### config.mk
export PLATFORM = sky130hd
export DESIGN_NAME = cdb_arbiter
export DESIGN_NICKNAME = d
export VERILOG_FILES = /design/src/rtl/cdb_arbiter.sv
export SDC_FILE = /design/constraint.sdc
export NUM_CORES = 1
export LEC_CHECK = 0
export CAP_MARGIN = 20
export CORE_ASPECT_RATIO = 0.8
export CORE_MARGIN = 2
export CORE_UTILIZATION = 50
export DETAILED_ROUTE_END_ITERATION = 6
export PLACE_DENSITY = 0.83
export SYNTH_ARGS = -nofsm -noshare
export SYNTH_HDL_FRONTEND = slang
export SYNTH_SLANG_ARGS = --single-unit
export TNS_END_PERCENT = 10
### constraint.sdc
create_clock -name clk -period 11.21 [get_ports clk]
set_input_delay 2.8025 -clock clk [delete_from_list [all_inputs] [get_ports clk]]
set_output_delay 2.8025 -clock clk [all_outputs]
set_load 0.05 [all_outputs]
### src/rtl/cdb_arbiter.sv
// -----------------------------------------------------------------------------
// cdb_arbiter
//
// Common-data-bus arbiter for an out-of-order core. Each functional unit owns
// a one-entry holding buffer. Every cycle one occupied buffer is picked and its
// result is broadcast on the registered bus_* outputs at the next edge.
//
// Winner selection:
//   default              : round-robin starting at rr_ptr; rob_head is ignored.
//   CDB_AGE_PRIORITY_EN  : the oldest entry wins. Age is (rob_idx - rob_head)
//                          modulo 2^ROB_IDX_WIDTH, and ties go to the lowest
//                          unit index. rr_ptr is held at 0.
//
// Handshake (per unit i):
//   A transfer happens at a rising edge when req_valid[i] && req_ready[i].
//   req_ready[i] = !rst && !flush && (buffer empty || buffer granted this
//   cycle). A granted buffer can therefore take a new payload at the same
//   edge, so one result per cycle per unit is sustained. The unit may change
//   or drop its payload while req_ready is low.
//
// Ports:
//   clk, rst (sync, active-high), flush
//   rob_head                               ROB head, used only for age priority
//   req_valid / req_ready                  per-unit handshake
//   req_rob_idx / req_rd_addr / req_data   per-unit payload (packed arrays)
//   bus_valid, bus_src, bus_rob_idx,       registered broadcast; the payload
//   bus_rd_addr, bus_data                  fields hold when bus_valid is 0
// -----------------------------------------------------------------------------
module cdb_arbiter #(
  parameter  int NUM_REQ        = 4,
  parameter  int DATA_WIDTH     = 32,
  parameter  int ROB_IDX_WIDTH  = 5,
  parameter  int REG_ADDR_WIDTH = 5,
  localparam int SRC_W          = (NUM_REQ > 1) ? $clog2(NUM_REQ) : 1
) (
  input  logic                                         clk,
  input  logic                                         rst,
  input  logic                                         flush,
  input  logic [ROB_IDX_WIDTH-1:0]                     rob_head,
  input  logic [NUM_REQ-1:0]                           req_valid,
  output logic [NUM_REQ-1:0]                           req_ready,
  input  logic [NUM_REQ-1:0][ROB_IDX_WIDTH-1:0]        req_rob_idx,
  input  logic [NUM_REQ-1:0][REG_ADDR_WIDTH-1:0]       req_rd_addr,
  input  logic [NUM_REQ-1:0][DATA_WIDTH-1:0]           req_data,
  output logic                                         bus_valid,
  output logic [SRC_W-1:0]                             bus_src,
  output logic [ROB_IDX_WIDTH-1:0]                     bus_rob_idx,
  output logic [REG_ADDR_WIDTH-1:0]                    bus_rd_addr,
  output logic [DATA_WIDTH-1:0]                        bus_data
);

  // Holding buffers
  logic [NUM_REQ-1:0]                     r_occ;
  logic [NUM_REQ-1:0][ROB_IDX_WIDTH-1:0]  r_rob_idx;
  logic [NUM_REQ-1:0][REG_ADDR_WIDTH-1:0] r_rd_addr;
  logic [NUM_REQ-1:0][DATA_WIDTH-1:0]     r_data;

  // Round-robin pointer (held at 0 in age mode)
  logic [SRC_W-1:0]                       r_rr_ptr;

  // Broadcast registers
  logic                                   r_bus_valid;
  logic [SRC_W-1:0]                       r_bus_src;
  logic [ROB_IDX_WIDTH-1:0]               r_bus_rob_idx;
  logic [REG_ADDR_WIDTH-1:0]              r_bus_rd_addr;
  logic [DATA_WIDTH-1:0]                  r_bus_data;

  // Arbitration result
  logic                                   w_any;
  logic [SRC_W-1:0]                       w_win;
  logic [NUM_REQ-1:0]                     w_grant;

  // (base + k) mod NUM_REQ without a divider; k is always < NUM_REQ.
  function automatic logic [SRC_W-1:0] wrap_add(input logic [SRC_W-1:0] base,
                                                input int                k);
    int s;
    s = int'(base) + k;
    if (s >= NUM_REQ) s = s - NUM_REQ;
    return s[SRC_W-1:0];
  endfunction

`ifdef CDB_AGE_PRIORITY_EN
  logic [ROB_IDX_WIDTH-1:0] w_best_age;
  logic                     w_unused_rr;

  // Modular subtraction gives the distance from the ROB head, so an entry
  // just behind the head after a wrap still counts as young.
  function automatic logic [ROB_IDX_WIDTH-1:0] age_of(
    input logic [ROB_IDX_WIDTH-1:0] idx,
    input logic [ROB_IDX_WIDTH-1:0] head);
    return idx - head;
  endfunction

  // Strict less-than keeps the lowest index on equal ages.
  always_comb begin
    w_any      = 1'b0;
    w_win      = '0;
    w_best_age = '0;
    for (int i = 0; i < NUM_REQ; i++) begin
      if (r_occ[i] && (!w_any || (age_of(r_rob_idx[i], rob_head) < w_best_age))) begin
        w_any      = 1'b1;
        w_win      = SRC_W'(i);
        w_best_age = age_of(r_rob_idx[i], rob_head);
      end
    end
  end

  assign w_unused_rr = ^r_rr_ptr;
`else
  logic w_unused_head;

  // First occupied buffer in the order rr_ptr, rr_ptr+1, ... (mod NUM_REQ).
  always_comb begin
    w_any = 1'b0;
    w_win = '0;
    for (int k = 0; k < NUM_REQ; k++) begin
      if (!w_any && r_occ[wrap_add(r_rr_ptr, k)]) begin
        w_any = 1'b1;
        w_win = wrap_add(r_rr_ptr, k);
      end
    end
  end

  assign w_unused_head = ^rob_head;
`endif

  genvar g;
  generate
    for (g = 0; g < NUM_REQ; g++) begin : g_grant
      assign w_grant[g]   = w_any && (w_win == SRC_W'(g));
      assign req_ready[g] = !rst && !flush && (!r_occ[g] || w_grant[g]);
    end
  endgenerate

  always_ff @(posedge clk) begin
    if (rst) begin
      r_occ         <= '0;
      r_rr_ptr      <= '0;
      r_bus_valid   <= 1'b0;
      r_bus_src     <= '0;
      r_bus_rob_idx <= '0;
      r_bus_rd_addr <= '0;
      r_bus_data    <= '0;
    end else if (flush) begin
      // Buffered results are dropped and nothing is broadcast; the bus
      // payload fields keep their last values like any idle cycle.
      r_occ       <= '0;
      r_rr_ptr    <= '0;
      r_bus_valid <= 1'b0;
    end else begin
      r_bus_valid <= w_any;
      if (w_any) begin
        r_bus_src     <= w_win;
        r_bus_rob_idx <= r_rob_idx[w_win];
        r_bus_rd_addr <= r_rd_addr[w_win];
        r_bus_data    <= r_data[w_win];
`ifndef CDB_AGE_PRIORITY_EN
        r_rr_ptr      <= wrap_add(w_win, 1);
`endif
      end
      // A new accept overrides the grant clear, which is what gives the
      // back-to-back, bubble-free path.
      for (int i = 0; i < NUM_REQ; i++) begin
        if (req_valid[i] && req_ready[i]) begin
          r_occ[i]     <= 1'b1;
          r_rob_idx[i] <= req_rob_idx[i];
          r_rd_addr[i] <= req_rd_addr[i];
          r_data[i]    <= req_data[i];
        end else if (w_grant[i]) begin
          r_occ[i]     <= 1'b0;
        end
      end
    end
  end

  assign bus_valid   = r_bus_valid;
  assign bus_src     = r_bus_src;
  assign bus_rob_idx = r_bus_rob_idx;
  assign bus_rd_addr = r_bus_rd_addr;
  assign bus_data    = r_bus_data;

endmodule

* Yosys cells after proc, flatten, opt, wreduce, memory -nomap -nowiden
Index checks and enable logic that the tools add are counted.
Word-level totals: bits in registers 219, bits of input ports 180, output and inout port bits 49, word-level logic and storage cells 121
Cells by class: add/subtract/negate cells 9, magnitude comparators 10, eq/ne operators 3, muxes and demuxes 35, bitwise logic cells 2, reduce and logical (&&, ||, !) cells 40
Operators by type and width (count):
- 32-bit binary-select mux with 2-bit select | 1
- 32-bit two-way mux | 1
- 5-bit binary-select mux with 2-bit select | 2
- 2-bit two-way mux | 9
- 1-bit logical AND | 16
- 1-bit two-way mux | 16
- 2-bit by 3-bit less-than comparator with 1-bit output, second input constant | 5
- 3-bit greater-or-equal comparator, second input constant | 4
- 3-bit AND reduction | 4
- 5-bit two-way mux | 2
- 2-bit by 1-bit subtractor with 2-bit output, second input constant | 5
- 1-bit zero test | 9
- 1-bit binary-select mux with 2-bit select | 4
- 2-bit nonzero test | 4
- 2-bit by 1-bit adder with 3-bit output, second input constant | 2
- 2-bit by 2-bit adder with 3-bit output, second input constant | 2
- 2-bit == test, second input constant | 2
- 1-bit logical OR | 4
- 2-bit by 3-bit greater-or-equal comparator with 1-bit output, second input constant | 1
- 2-bit by 1-bit == test with 1-bit output, second input constant | 1
- 2-bit zero test | 1
- 1-bit NOT | 2
- 2-bit AND reduction | 1
- 2-bit OR reduction | 1

* Longest topological paths before layout
Gate-level depths: netlist (run 1).
depth after elaboration 20, depth in mapped cells 7, depth with buffers taken out 4

* Worst setup path after synthesis (run 1)
Ideal clock, no wire load.
kind input-to-reg, from input port flush, to register r_data[100] (netlist name), enable pin, setup time 502 ps, arrival 6381 ps, required time 10708 ps, setup slack 4327 ps, cell stages on the path 3, path buffers 1, path through or2_2 clkbuf_1 nor3b_1
Between the ends: cells in the longest elaborated chain, start to end 5, elaborated cells between the ends (all ways) 6, classes of those cells 1 x bitwise; 5 x reduce/logical
RTL lines:
- start, declared | RTL line 38 | input logic flush,
- 1-bit zero test | RTL line 131 | assign req_ready[g] = !rst && !flush && (!r_occ[g] || w_grant[g]);
- 1-bit logical AND (2 in a row) | RTL line 131
- 1-bit logical AND | RTL line 164 | if (req_valid[i] && req_ready[i]) begin
- 3-bit AND reduction (no line) (*)
- end signal, assigned by index | RTL line 168 | r_data[i] <= req_data[i];
- end, declared | RTL line 56 | logic [NUM_REQ-1:0][DATA_WIDTH-1:0] r_data;
Every way passes the cells marked *; elsewhere a longest branch is shown, timed or not. A chain may end at the register's enable or synchronous reset.

* Worst setup path after layout (run 1)
from input port flush, to output port req_ready[1]
Between the ends: cells in the longest elaborated chain, start to end 3
RTL lines:
- 1-bit zero test | RTL line 131
- 1-bit logical AND (2 in a row) | RTL line 131
- end, declared | RTL line 41 | output logic [NUM_REQ-1:0] req_ready,
No other way between the ends.

==> results.cfg, run 1 <==
[critical_path]
crit_end = req_ready[1]
timing.critical_path.from = flush
crit_path_max_incr_delay_ns = 0.83
r2r-start = r_occ[3]
reg2reg_setup_slack_ns = 7.86
crit_top_cell = clkdlybuf4s50_1
slowest_stage = clkdlybuf4s50_1
cp_data_arrival_time_ns = 4.76
crit_path_max_fanout = 8
path_class = primary input to output pin
r2r-end = bus_rd_addr[4]
path_cells = clkdlybuf4s50_1 -> or2_2 -> a21oi_1 -> clkdlybuf4s50_1
end_kind = output pin
reg2reg_depth = 5
required_ns = 8.41
startpoint_type = primary input

[yosys]
synth-seq-cells = 219
synth_ff_type = edfxtp_1
yosysSeqAreaShare_pct = 72.7
synth_nets = 728
syn-mean-instance-area_um2 = 15.2
yosysWarnings = 0
synthesis.instances = 548
asyncSetResetFlopFracSynth_pct = 0
synth_cell_types = 37
synth_area_um2 = 8340
synth_edf_count = 168

[clocking]
worstSkewPairLatency_ns = 0.50
cts_root_buffer = clkbuf_16
cts_hold_buffers = 0
post_cts_resized = 0
cts_max_path_buffers = 3
cts_setup_buffers = 0
clk_pin_slew_worst_paths_ns = 0.06
tritoncts = yes
cts-buffers-inserted = 22
htreeDepth = 1
clock_sinks = 219

[finish]
stdcell_area_um2 = 11500
area_growth_pct = 37.7
nets = 932
final_cell_mix = 222 x clkdlybuf4s50_1, 168 x edfxtp_1, 54 x nor2_1
n_antenna_cell = 0
drive_gt1_share_pct = 13.2
layout_commonest_cell = clkdlybuf4s50_1

[routing]
drc = 0
route.vias.total = 5850
drt_pass1_iterations = 5
drt_wl_total_um = 22300
viasPerCell = 5.92
ant_nets = 0
wire_per_inst_um = 22.6
drtIter0Drc = 382

[timing]
tightest_slew_ns = 1.05
min_period_ns = 7.56
timing.final.crit_share_pct = 67.5
fin_setup_tns_ns = 0
slew_viol_final = 0
final_hold_viol_count = 0
fmax_ghz = 0.132
finalSetupViolCount = 0
fin_skew_ns = 0.0106
slew_headroom_pct = 30.2
rsz0062_at_grt = false

[pwr]
cellLeakagePower_nw = 3.71
vdd_drop_max_uv = 128
power.density_nw_per_um2 = 169

[floorplan]
row_count = 42
io_pins = 229
core_area_um2 = 16400
dieArea_um2 = 17700
die_h_um = 120
initial_core_util_pct = 50.7
die_w_um = 148

[global_route]
antenna_found_initial = 0
grt_pass1_wl_um = 33100
grt_max_degree = 51
grt_pass1_vias = 5967
grt_overflow_total = 0
grt_usage_pct = 24.5

[run]
cap_violations = 0

[min_path]
hold_path_class = register to register

[placement]
port_buffers = 223
hpwlAfterDp_um = 14200
gp_congestion = 0.825
dpl_cell_area_um2 = 10700

[outcome]
status = complete, no violations
-- power by group --
| part | internal (mW) | leakage (nW) | switching, mW |
|---|---|---|---|
| clock | 0.477 | 0.381 | 0.290 |
| sequential | 0.909 | 1.96 | 0.0208 |
| combinational | 0.104 | 1.36 | 0.137 |
-- critical path, delay by kind of cell --
kind | cells | cell delay, ns
buffers and inverters | 2 | 1.36
AND/OR/NAND/NOR | 1 | 0.43
AO/OA/AOI/OAI | 1 | 0.18
-- layout make-up --
type | count | area [um^2]
flip-flops and latches | 219 | 6070
fillers | 1068 | 4970
repair buffers | 233 | 2340
multi-input cells | 270 | 2000
clock buffers | 33 | 663
well taps | 220 | 275
clock inverters | 7 | 109
inverters | 6 | 22.5
-- worst min-delay path by stage --
| stage | from | to | slack, ns | cells past startpoint |
|---|---|---|---|---|
| 2_1_floorplan | r_data[95] | bus_data[31] | 0.54 | 2 |
| 3_3_place_gp | bus_src[0] | bus_src[0] | 0.45 | 2 |
| 3_5_place_dp | bus_src[1] | bus_src[1] | 0.46 | 2 |
| 4_1_cts | bus_src[1] | bus_src[1] | 0.47 | 2 |
| 5_1_grt | bus_src[0] | bus_src[0] | 0.51 | 2 |
| 6_report | bus_src[1] | bus_src[1] | 0.47 | 2 |
-- sequential cells by signal (all words and copies together) (netlist names) --
name,count
r_occ,4
bus_rd_addr,5
bus_src,2
r_rd_addr,20
r_rob_idx,20
r_rr_ptr,2
bus_data,32
r_data,128
bus_valid,1
bus_rob_idx,5
-- routing by layer --
layer,global-route usage (%),part of all wire [%],vias to the layer above
li1,-,-,2620
met1,31.5,39,2853
met2,42.5,49,330
met3,5.44,10,47
met4,6.31,2.4,0
met5,0,0,-
-- stage by stage --
step / cells / hold slack [ns] / util (%) / total power [mW] / setup slack (ns)
after floorplan: 548 / 0.540 / - / 1.07 / 4.33
after global routing: 988 / 0.506 / 69.8 / 1.99 / 3.59
after detailed placement: 945 / 0.462 / 64.7 / 1.19 / 3.66
final: 988 / 0.473 / 69.8 / 1.94 / 3.65
after global placement: 945 / 0.449 / 64.7 / 1.18 / 3.70
after CTS: 985 / 0.471 / 69.4 / 1.95 / 3.66
-- logic make-up after synthesis --
family                 share of synthesized area, %
AO/OA/AOI/OAI                                  14.0
buffers and inverters                          3.65
flip-flops                                     72.7
AND/OR/NAND/NOR                                9.65
-- synthesized netlist by cell type (3+ instances only) --
library cell  count  share of area, %
a21oi_1          11              0.66
a221oi_2         40               7.2
a311oi_1         42               4.4
and2_1            3              0.23
buf_2            24               1.4
buf_4             4              0.36
buf_6             5              0.68
clkbuf_1         19              0.86
dfxtp_1          51                12
edfxtp_1        168                60
inv_1             5              0.23
nand2_1           3              0.14
nand3_1          42               2.5
nand4_1          42               3.2
nor2_1           54               2.4
nor2b_1           3              0.23
nor3b_1           3              0.27
o21ai_0           6              0.36
No activity file was read; power rests on OpenSTA's default activity.
==> run 2: changes to the inputs <==
--- a/config.mk
+++ b/config.mk
@@ -8,9 +8,9 @@
 export CAP_MARGIN = 20
 export CORE_ASPECT_RATIO = 0.8
 export CORE_MARGIN = 2
-export CORE_UTILIZATION = 50
+export CORE_UTILIZATION = 43
 export DETAILED_ROUTE_END_ITERATION = 6
-export PLACE_DENSITY = 0.83
+export PLACE_DENSITY = 0.76
 export SYNTH_ARGS = -nofsm -noshare
 export SYNTH_HDL_FRONTEND = slang
 export SYNTH_SLANG_ARGS = --single-unit
==> constraint.sdc (replaced) <==
create_clock -name clk -period 6.8 [get_ports clk]
set_input_delay 1.7 -clock clk [delete_from_list [all_inputs] [get_ports clk]]
set_output_delay 1.7 -clock clk [all_outputs]
set_load 0.05 [all_outputs]
==> run 2 against run 1 <==
Sequential cell count is the same. Critical path depth unchanged. Power rose by 62%. Design area rose by 0.13%. Sequential power is 65% higher. Global-route usage is 2.8 points lower. Wire length up 3.3%. Sequential share of layout area decreased by 0.069 points. Critical path type unchanged. Clock power rose by 56%. Clock skew is 0.00063 ns lower. First-iteration DRC count up 40%. Non-clock buffer count up 1.
==> results.cfg, run 2 (same netlist as run 1, synthesis figures left out) <==
[pwr]
p_seq_share_pct = 49.0
power_frac_comb_pct = 12.8
p_sw_mw = 0.756
internal_power_mw = 2.37
vdd_drop_max_uv = 274
power.total_mw = 3.13
p_sw_share_pct = 24.2
power.density_nw_per_um2 = 272
cellLeakagePower_nw = 3.69
power_frac_clock_pct = 38.2

[timing]
fin_ws_ns = 1.39
fin_setup_tns_ns = 0
fin_skew_ns = 0.00993
tightest_slew_ns = 1.09
fmax_ghz = 0.185
min_period_ns = 5.41
rsz0062_at_grt = false
timing.final.crit_share_pct = 79.6
slew_headroom_pct = 27.2
final_hold_viol_count = 0
finalSetupViolCount = 0
slew_viol_final = 0

[global_route]
grt_pass1_wl_um = 34700
grt_max_degree = 51
antenna_found_initial = 0
grt_usage_pct = 21.8
grt_pass1_vias = 6208
grt_overflow_total = 0

[critical_path]
crit_end = req_ready[1]
slowest_stage = clkdlybuf4s50_1
crit_path_max_incr_delay_ns = 0.84
critPathTopFamily = buffers and inverters
cp_data_arrival_time_ns = 3.71
reg2reg_setup_slack_ns = 3.68
timing.critical_path.from = flush
crit_top_cell = clkdlybuf4s50_1
startpoint_type = primary input
path_cells = clkdlybuf4s50_1 -> or2_2 -> a21oi_1 -> clkdlybuf4s50_1
reg2reg_depth = 5
crit_path_max_fanout = 8
r2r-start = r_occ[3]
required_ns = 5.10
end_kind = output pin
r2r-end = r_data[86]
crit_cells = 4
path_class = primary input to output pin
cp_num_buf_inv = 2

[routing]
viasPerCell = 5.82
wire_per_inst_um = 22.5
route.vias.total = 5974
drt_wl_total_um = 23100
ant_nets = 0
drc = 0
drt_pass1_iterations = 5
drtIter0Drc = 534

[clocking]
clk_pin_slew_worst_paths_ns = 0.06
worstSkewPairLatency_ns = 0.50
clock_sinks = 219
cts_max_path_buffers = 3
cts_root_buffer = clkbuf_16
cts-buffers-inserted = 22
htreeDepth = 1
cts_hold_buffers = 0
post_cts_resized = 0
cts_setup_buffers = 0
tritoncts = yes

[finish]
n_antenna_cell = 0
layout_commonest_cell = clkdlybuf4s50_1
nets = 933
drive_gt1_share_pct = 13.1
top_register = r_data
final_cell_mix = 222 x clkdlybuf4s50_1, 168 x edfxtp_1, 54 x nor2_1
area_growth_pct = 37.9
largest_register_ffs = 128

[run]
cap_violations = 0

[floorplan]
dieArea_um2 = 20500
core_area_um2 = 19000
die_w_um = 160
io_pins = 229
die_h_um = 129
row_count = 45
initial_core_util_pct = 43.9

[placement]
place_ws_ns = 1.40
gp_congestion = 0.795
hpwlAfterDp_um = 14200
port_buffers = 223

[min_path]
hold_path_class = register to register

[outcome]
status = complete, no violations
## run 2: cell types whose count changed in the layout (fill, tap and decap cells not counted), moves of 2 or more
cell | before | now
clkbuf_1 | 5 | 3
clkbuf_8 | 5 | 1
clkinv_1 | 1 | 4
clkinv_2 | 3 | 5
## run 2: final cells by class
class / instances / area [um^2]
Inverter: 6 / 22.5
Sequential cell: 219 / 6070
Clock inverter: 13 / 116
Tap cell: 258 / 323
Clock buffer: 27 / 601
Timing Repair Buffer: 234 / 2350
Fill cell: 1420 / 7480
Multi-Input combinational cell: 270 / 2010
## run 2: per-stage QoR
stage | instances | area [um^2] | utilization, % | hold slack (ns)
after global placement | 984 | 10700 | 56.5 | 0.446
after floorplan | 548 | 8340 | - | 0.540
after detailed placement | 985 | 10700 | 56.6 | 0.466
after CTS | 1025 | 11400 | 60.3 | 0.474
final | 1027 | 11500 | 60.6 | 0.473
after global routing | 1027 | 11500 | 60.6 | 0.485
## run 2: per-layer routing
| layer | wire, um | GRT usage, % | vias to the layer above |
|---|---|---|---|
| li1 | - | - | 2615 |
| met3 | 1830 | 3.48 | 37 |
| met2 | 11100 | 36.6 | 330 |
| met1 | 9590 | 29.0 | 2992 |
| met5 | 0 | 0 | - |
| met4 | 562 | 7.70 | 0 |
## run 2: how the worst min path moves through the flow
stage / endpoint / startpoint / cells after the start / slack (ns)
6_report: bus_src[1] / bus_src[1] / 2 / 0.47
5_1_grt: bus_src[1] / bus_src[1] / 2 / 0.49
4_1_cts: bus_src[1] / bus_src[1] / 2 / 0.47
3_5_place_dp: bus_src[1] / bus_src[1] / 2 / 0.47
3_3_place_gp: bus_src[0] / bus_src[0] / 2 / 0.45
2_1_floorplan: bus_data[31] / r_data[95] / 2 / 0.54
## run 2: power by group through the flow
stage	Clock (mW)	Combinational (mW)	Sequential, mW
after floorplan	0	0.137	1.63
after global placement	0	0.385	1.56
after detailed placement	0	0.394	1.56
after CTS	1.21	0.396	1.54
after global routing	1.26	0.422	1.54
final	1.20	0.400	1.53
## run 2: tightest hold or removal path, cell delays in order (launching register included)
cell     delay, ns
dfxtp_1       0.31
nand2_1       0.06
a21oi_1       0.06
==> run 3: changes to the inputs <==
==> constraint.sdc (replaced) <==
create_clock -name clk -period 4.39 [get_ports clk]
set_input_delay 1.0975 -clock clk [delete_from_list [all_inputs] [get_ports clk]]
set_output_delay 1.0975 -clock clk [all_outputs]
set_load 0.05 [all_outputs]
==> run 3 against run 2 <==
Utilization is 0.22 points higher. Clock power rose by 62%. First-iteration DRC count down 16%. Combinational power up 58%. Worst setup slack worse by 1.0 ns. Hold slack lost 0.016 ns. Via count down 0.89%. Power rose by 58%. Clock skew is 0.0034 ns lower. Register-to-register slack lost 2.0 ns. Critical path type unchanged. Critical endpoint is now req_ready[0].
==> results.cfg, run 3 (same netlist as run 1, synthesis figures left out) <==
[outcome]
status = complete, no violations

[critical_path]
cp_num_buf_inv = 2
slowest_stage = clkdlybuf4s50_1
critPathTopFamily = buffers and inverters
crit_path_max_fanout = 5
path_cells = clkdlybuf4s50_1 -> nor2_1 -> and2_1 -> clkdlybuf4s50_1
cp_data_arrival_time_ns = 2.92
startpoint_type = primary input
timing.critical_path.from = flush
crit_path_max_incr_delay_ns = 0.80
end_kind = output pin
path_class = primary input to output pin
r2r-start = r_rr_ptr[1]
required_ns = 3.29
crit_top_cell = clkdlybuf4s50_1

[timing]
fin_ws_ns = 0.375
slew_headroom_pct = 41.9
rsz0062_at_grt = false
fmax_ghz = 0.249
timing.final.crit_share_pct = 91.5
slew_viol_final = 0
tightest_slew_ns = 0.871
fin_setup_tns_ns = 0
finalSetupViolCount = 0
final_hold_viol_count = 0
min_period_ns = 4.02
fin_skew_ns = 0.00649
hold_ws_ns = 0.457

[finish]
final_cell_mix = 219 x clkdlybuf4s50_1, 168 x edfxtp_1, 54 x nor2_1
drive_gt1_share_pct = 13.7
n_antenna_cell = 0
post-route-util_pct = 60.8
layout_commonest_cell = clkdlybuf4s50_1
stdcell_area_um2 = 11500
area_growth_pct = 38.4
largest_register_ffs = 128
nets = 936
fillers = 1418
final_cell_count_no_fill = 1030
top_register = r_data

[routing]
drt_pass1_iterations = 5
route.vias.total = 5921
drc = 0
drt_wl_total_um = 23600
drtIter0Drc = 449
viasPerCell = 5.75
ant_nets = 0
wire_per_inst_um = 22.9

[clocking]
worstSkewPairLatency_ns = 0.49
cts_hold_buffers = 0
post_cts_resized = 0
cts-buffers-inserted = 22
tritoncts = yes
cts_setup_buffers = 0
clock_sinks = 219
clk_pin_slew_worst_paths_ns = 0.05
cts_max_path_buffers = 3
htreeDepth = 1
cts_root_buffer = clkbuf_16

[global_route]
grt_overflow_total = 0
antenna_found_initial = 1
grt_max_degree = 47
use_met1_pct = 29.3
grt_usage_pct = 22.6
grt_pass1_wl_um = 36000
use_met3_pct = 4.67
grt.busiest_layer = met2
met2_usage_pct = 38.4
grt_pass1_vias = 6457

[pwr]
power.total_mw = 4.94
vdd_drop_max_uv = 252
power.density_nw_per_um2 = 428
cellLeakagePower_nw = 3.72

[floorplan]
initial_core_util_pct = 43.9
io_pins = 229
die_h_um = 129
core_area_um2 = 19000
die_w_um = 160
row_count = 45
dieArea_um2 = 20500

[run]
cap_violations = 0

[min_path]
hp-start = bus_src[1]
hold_path_class = register to register

[placement]
dpl_cell_area_um2 = 10800
place_ws_ns = 0.424
port_buffers = 223
hpwlAfterDp_um = 14600
placed_cells = 990
gp_congestion = 0.808
[run 3: changes by cell type in the layout (fill, tap and decap cells not counted)]
cell,change
buf_12,+1
clkinvlp_4,-1
clkinv_1,-1
clkinv_2,-2
clkdlybuf4s50_1,-3
clkbuf_8,+2
clkbuf_1,+2
clkinv_4,-1
buf_4,+6
buf_16,-1
bufinv_16,+1
[run 3: area by class of cell]
type / instances / area [um^2] / share of cell area, %
clock inverters: 9 / 116 / 1.01
clock buffers: 31 / 636 / 5.51
multi-input cells: 270 / 2010 / 17.4
inverters: 6 / 22.5 / 0.195
well taps: 258 / 323 / 2.80
repair buffers: 237 / 2360 / 20.5
flip-flops and latches: 219 / 6070 / 52.6
[run 3: worst paths after layout]
kind | endpoint | cells past startpoint | slack [ns]
setup / recovery | req_ready[0] | 4 | 0.37
hold / removal | bus_src[1] | 2 | 0.46
setup reg to reg | r_data[111] | 5 | 1.66
hold reg to reg | bus_src[1] | 2 | 0.46
[run 3: power by group]
group / leakage (nW) / internal, mW / total, mW / switching (mW)
Combinational: 1.39 / 0.268 / 0.632 / 0.364
Clock: 0.370 / 1.18 / 1.94 / 0.755
Sequential: 1.96 / 2.32 / 2.37 / 0.0470
[run 3: tightest hold or removal path: cells and delay by family, from the launching register on]
kind            cells  cell delay [ns]
flops               1             0.31
simple gates        1             0.05
compound gates      1             0.05
[run 3: routing by layer]
metal / up-vias / share of wire (%)
met3: 58 / 7.7
met4: 0 / 3.0
met1: 2904 / 41
met5: - / 0
met2: 338 / 49
li1: 2621 / -
